## src/rtl/mod17_result_fifo.sv

```systemverilog
// First-word-fall-through result FIFO behind divident_mod17, with sticky overflow / range flags.
// Optional value check compiled in with `define MOD17_FIFO_RANGE_CHK_EN.
module mod17_result_fifo #(
    parameter int DEPTH  = 16,
    parameter int ADDR_W = 4
) (
    input  logic              clk,
    input  logic              rst_n,
    input  logic              mark_in,
    input  logic [4:0]        reminder_in,
    input  logic              out_ready,
    input  logic              clear_ovf,
    output logic              out_valid,
    output logic [4:0]        reminder_out,
    output logic [ADDR_W:0]   level,
    output logic              full,
    output logic              empty,
    output logic              overflow,
    output logic              range_err
);

    localparam logic [ADDR_W:0] FULL_LVL = DEPTH[ADDR_W:0];

    logic [4:0]        mem [DEPTH];
    logic [ADDR_W-1:0] rd_ptr;
    logic [ADDR_W-1:0] wr_ptr;
    logic [ADDR_W:0]   level_nxt;
    logic              pop;
    logic              push_req;
    logic              push;
    logic              range_bad;
    logic              ovf_set;

`ifdef MOD17_FIFO_RANGE_CHK_EN
    assign range_bad = mark_in && (reminder_in > 5'd16);
`else
    assign range_bad = 1'b0;
`endif

    assign out_valid    = !empty;
    assign reminder_out = out_valid ? mem[rd_ptr] : 5'd0;
    assign pop          = out_valid && out_ready;
    assign push_req     = mark_in && !range_bad;
    // A full FIFO still accepts when the head leaves in the same cycle.
    assign push         = push_req && (!full || pop);
    assign ovf_set      = mark_in && full && !pop;

    always_comb begin
        level_nxt = level;
        if (push && !pop)
            level_nxt = level + 1'b1;
        else if (pop && !push)
            level_nxt = level - 1'b1;
    end

    always_ff @(posedge clk) begin
        if (push)
            mem[wr_ptr] <= reminder_in;
    end

    always_ff @(posedge clk or negedge rst_n) begin
        if (!rst_n) begin
            rd_ptr <= '0;
            wr_ptr <= '0;
            level  <= '0;
            full   <= 1'b0;
            empty  <= 1'b1;
        end else begin
            if (push)
                wr_ptr <= wr_ptr + 1'b1;
            if (pop)
                rd_ptr <= rd_ptr + 1'b1;
            level <= level_nxt;
            full  <= (level_nxt == FULL_LVL);
            empty <= (level_nxt == '0);
        end
    end

    // Set has priority over clear so a drop in the clearing cycle is never lost.
    always_ff @(posedge clk or negedge rst_n) begin
        if (!rst_n) begin
            overflow  <= 1'b0;
            range_err <= 1'b0;
        end else begin
            if (ovf_set)
                overflow <= 1'b1;
            else if (clear_ovf)
                overflow <= 1'b0;
            if (range_bad)
                range_err <= 1'b1;
            else if (clear_ovf)
                range_err <= 1'b0;
        end
    end

endmodule

```

## config.mk

```make
export PLATFORM = sky130hd
export DESIGN_NAME = mod17_result_fifo
export DESIGN_NICKNAME = d
export VERILOG_FILES = /design/src/rtl/mod17_result_fifo.sv
export SDC_FILE = /design/constraint.sdc
export NUM_CORES = 1
export LEC_CHECK = 0
export BUFFER_PORTS_ARGS = -buffer_cell sky130_fd_sc_hd__buf_2
export CAP_MARGIN = 20
export CORE_UTILIZATION = 50
export CTS_CLUSTER_SIZE = 25
export DETAILED_ROUTE_END_ITERATION = 6
export PLACE_DENSITY = 0.68
export SETUP_SLACK_MARGIN = 0.2
export SKIP_CTS_REPAIR_TIMING = 1
export SYNTH_ARGS = -nofsm -noshare
export SYNTH_HDL_FRONTEND = slang
export SYNTH_SLANG_ARGS = --single-unit
```

## constraint.sdc

```tcl
create_clock -name clk -period 3.81 [get_ports clk]
set_clock_uncertainty 0.2 [all_clocks]
set_input_delay 0.1905 -clock clk [delete_from_list [all_inputs] [get_ports clk]]
set_output_delay 0.1905 -clock clk [all_outputs]
set_load 0.05 [all_outputs]
```

==> out/results.txt <==
Synth Warn #: 0
max frequency: 0.364 GHz
Post-Syn Area: 4180 sq um
PwrDens: 776 nW/um^2
Post-Layout Cell Count: 369
worst-path cell chain: mux4_2 > mux2i_1 > o22ai_1 > buf_2
Least-Margin Pin Slew: 0.898 ns
type of origin of the critical path: register
VDD IR max: 0.386 mV
max-cap violations: 0
Net Count, Synth: 254
Routed Antenna Nets: 0
Primary FF master, synth: edfxtp_1
CP Capture Type: output port
crit path from: rd_ptr[1]
Reg clk slew, reported paths: 0.10 ns
Pre-antenna DRT Iters: 4
io pins: 25
Synth Instances: 237
CP Class: reg -> out
count of cell types in the netlist: 47
final setup fails: 0
Core ar.: 7930 sq um
headroom to the max-slew limit: 0.401
commonest non-fill, non-tap cells in the layout: 80 x edfxtp_1, 23 x buf_2, 15 x mux4_2, 15 x dfrtp_1, 10 x mux2i_1
RSZ-0062 raised after global routing: false
placed cell areas: 4360 sq um
commonest non-fill, non-tap cell in the layout: edfxtp_1
largest net degree at the start of global routing: 22
Die Area: 8740 sq um
fillers: 615
WL final: 7670 microns
Hold Slack: 0.0238 ns
clk_lat worst skew: 0.36 ns
Diodes inserted: 0
via/cell ratio: 5.90
Largest delay share family, worst path: flip-flops
number of global-route vias before repair: 2,148
Avg Inst Size Synth: 17.6 sq um
design area: 4560 sq um
CTS Root Buffer Type: clkbuf_8
# port buffers: 23
FF+latch count, synth: 96
worst reg2reg path depth: 4
crit path buf inv count: 1
final slew viol count: 0
LEAKAGE: 1.63 nW
hpwl dp: 5000 microns
CTS tree: built
crit-path max cell delay: 0.94 ns
die width: 93.5 microns
placed insts: 351
CTS Buf Count: 9
FP Rows: 32
clk buf depth: 2
initial core utilization: 0.528
Final Critical Period: 2.75 ns
Final Total Pwr: 3.54 mW
Min-Delay Path Depth: 1
critical path's slowest cell: dfrtp_1
Hold Crit Class: in -> reg
clk sinks: 96
initial DRC count: 133
pre-CTS WS: 1.19 ns
Layout Area Growth over Synthesis: 9.12%
largest cells by area after synthesis: edfxtp_1 57%, dfrtp_1 9.0%, mux4_2 8.1%, mux4_1 3.1%, mux2i_1 2.4%
share of layout cells above drive strength 1: 0.255
register area: 2800 sq um
worst r2r src: empty
area taken by multi-input logic gates: 1270 sq um
drc violations: 0
drt wl/cell: 20.8 microns
DR vias: 2,176
# H-tree levels: 3
Worst path depth: 4
Yosys top cell area share: 0.574
Net count, final: 279
setup tns final: 0 ns
GR Util All Layers: 0.198
Post-synth EDFFs: 80
Final period util: 0.722
biggest area consumer among synthesized cells: edfxtp_1
worst-path fanout max: 21
Synth async-reset ratio: 0.167
register area share after synthesis: 0.670
status: finished, final reports clean
Final Util: 0.576
Final Hold Fails: 0
grt total ovfl: 0
first-pass GRT wire length: 12,100 microns
height of the chip: 93.5 microns
Worst Path Required: 3.42 ns
RePlAce Congestion: 0.745
Worst Path Arrival: 2.36 ns
Final WS setup: 1.06 ns
Hold Startpoint: reminder_in[1]
antenna violations before repair: 0
## cells by family (layout without fill, tap and decap cells)
| group | Yosys count | after routing | share of synthesized area |
|---|---|---|---|
| muxes | 30 | 30 | 0.136 |
| DFF | 96 | 96 | 0.670 |
| and+or+nand+nor | 53 | 53 | 0.0891 |
| adders and majority gates | 7 | 7 | 0.0209 |
| AOI/OAI and AO/OA | 20 | 20 | 0.0335 |
| xor gates and xnor gates | 10 | 10 | 0.0227 |
| other | 1 | 1 | 0.000897 |
| buffers and inverters | 20 | 50 | 0.0263 |
## where the power goes
part           internal, mW  switching, mW
clock network         0.300          0.341
logic                 0.543          0.839
registers              1.30          0.215
## cell usage after synthesis (2+ instances only)
master and instances:
nor3b_2 2, buf_2 3, inv_1 7, and4_1 4
mux2i_1 10, nand2_1 9, buf_6 3, nor3b_1 2
nor2_1 4, nor2b_1 2, xnor2_1 8, buf_4 2
dfrtp_1 15, nand3_1 3, o21ai_0 7, and3_1 7
edfxtp_1 80, clkbuf_1 2, mux4_2 15, nand4_1 2
mux4_1 5, buf_1 2, nor3_1 6, o22ai_1 6
and2_1 3, ha_1 7
## flip-flops by register name (all words and copies together), names as in the netlist
name / count
rd_ptr: 4
full: 1
wr_ptr: 4
level: 5
mem: 80
overflow: 1
empty: 1
## per-layer routing
layer  vias up  GRT usage  routed length, microns
met1      1122      0.273                    3520
met5         -          0                       0
met2        59      0.313                    3710
met4         0     0.0615                      90
li1        987          -                       -
met3         8     0.0463                     344
## area by class of cell
class / count / share of cell area
well taps: 102 / 0.0280
repair buffers: 27 / 0.0329
inverters: 7 / 0.00576
clock inverters: 6 / 0.0132
clock buffers: 10 / 0.0280
multi-input cells: 121 / 0.278
flip-flops and latches: 96 / 0.614
## final timing paths
kind | to | slack, ns
min in group asynchronous | level[3] | 0.08
min | mem[10][1] | 0.02
min reg2reg | rd_ptr[2] | 0.33
max reg2reg | mem[7][2] | 1.15
max in group asynchronous | empty | 3.01
max | reminder_out[2] | 1.06
Power figures use the tool's default switching activity.
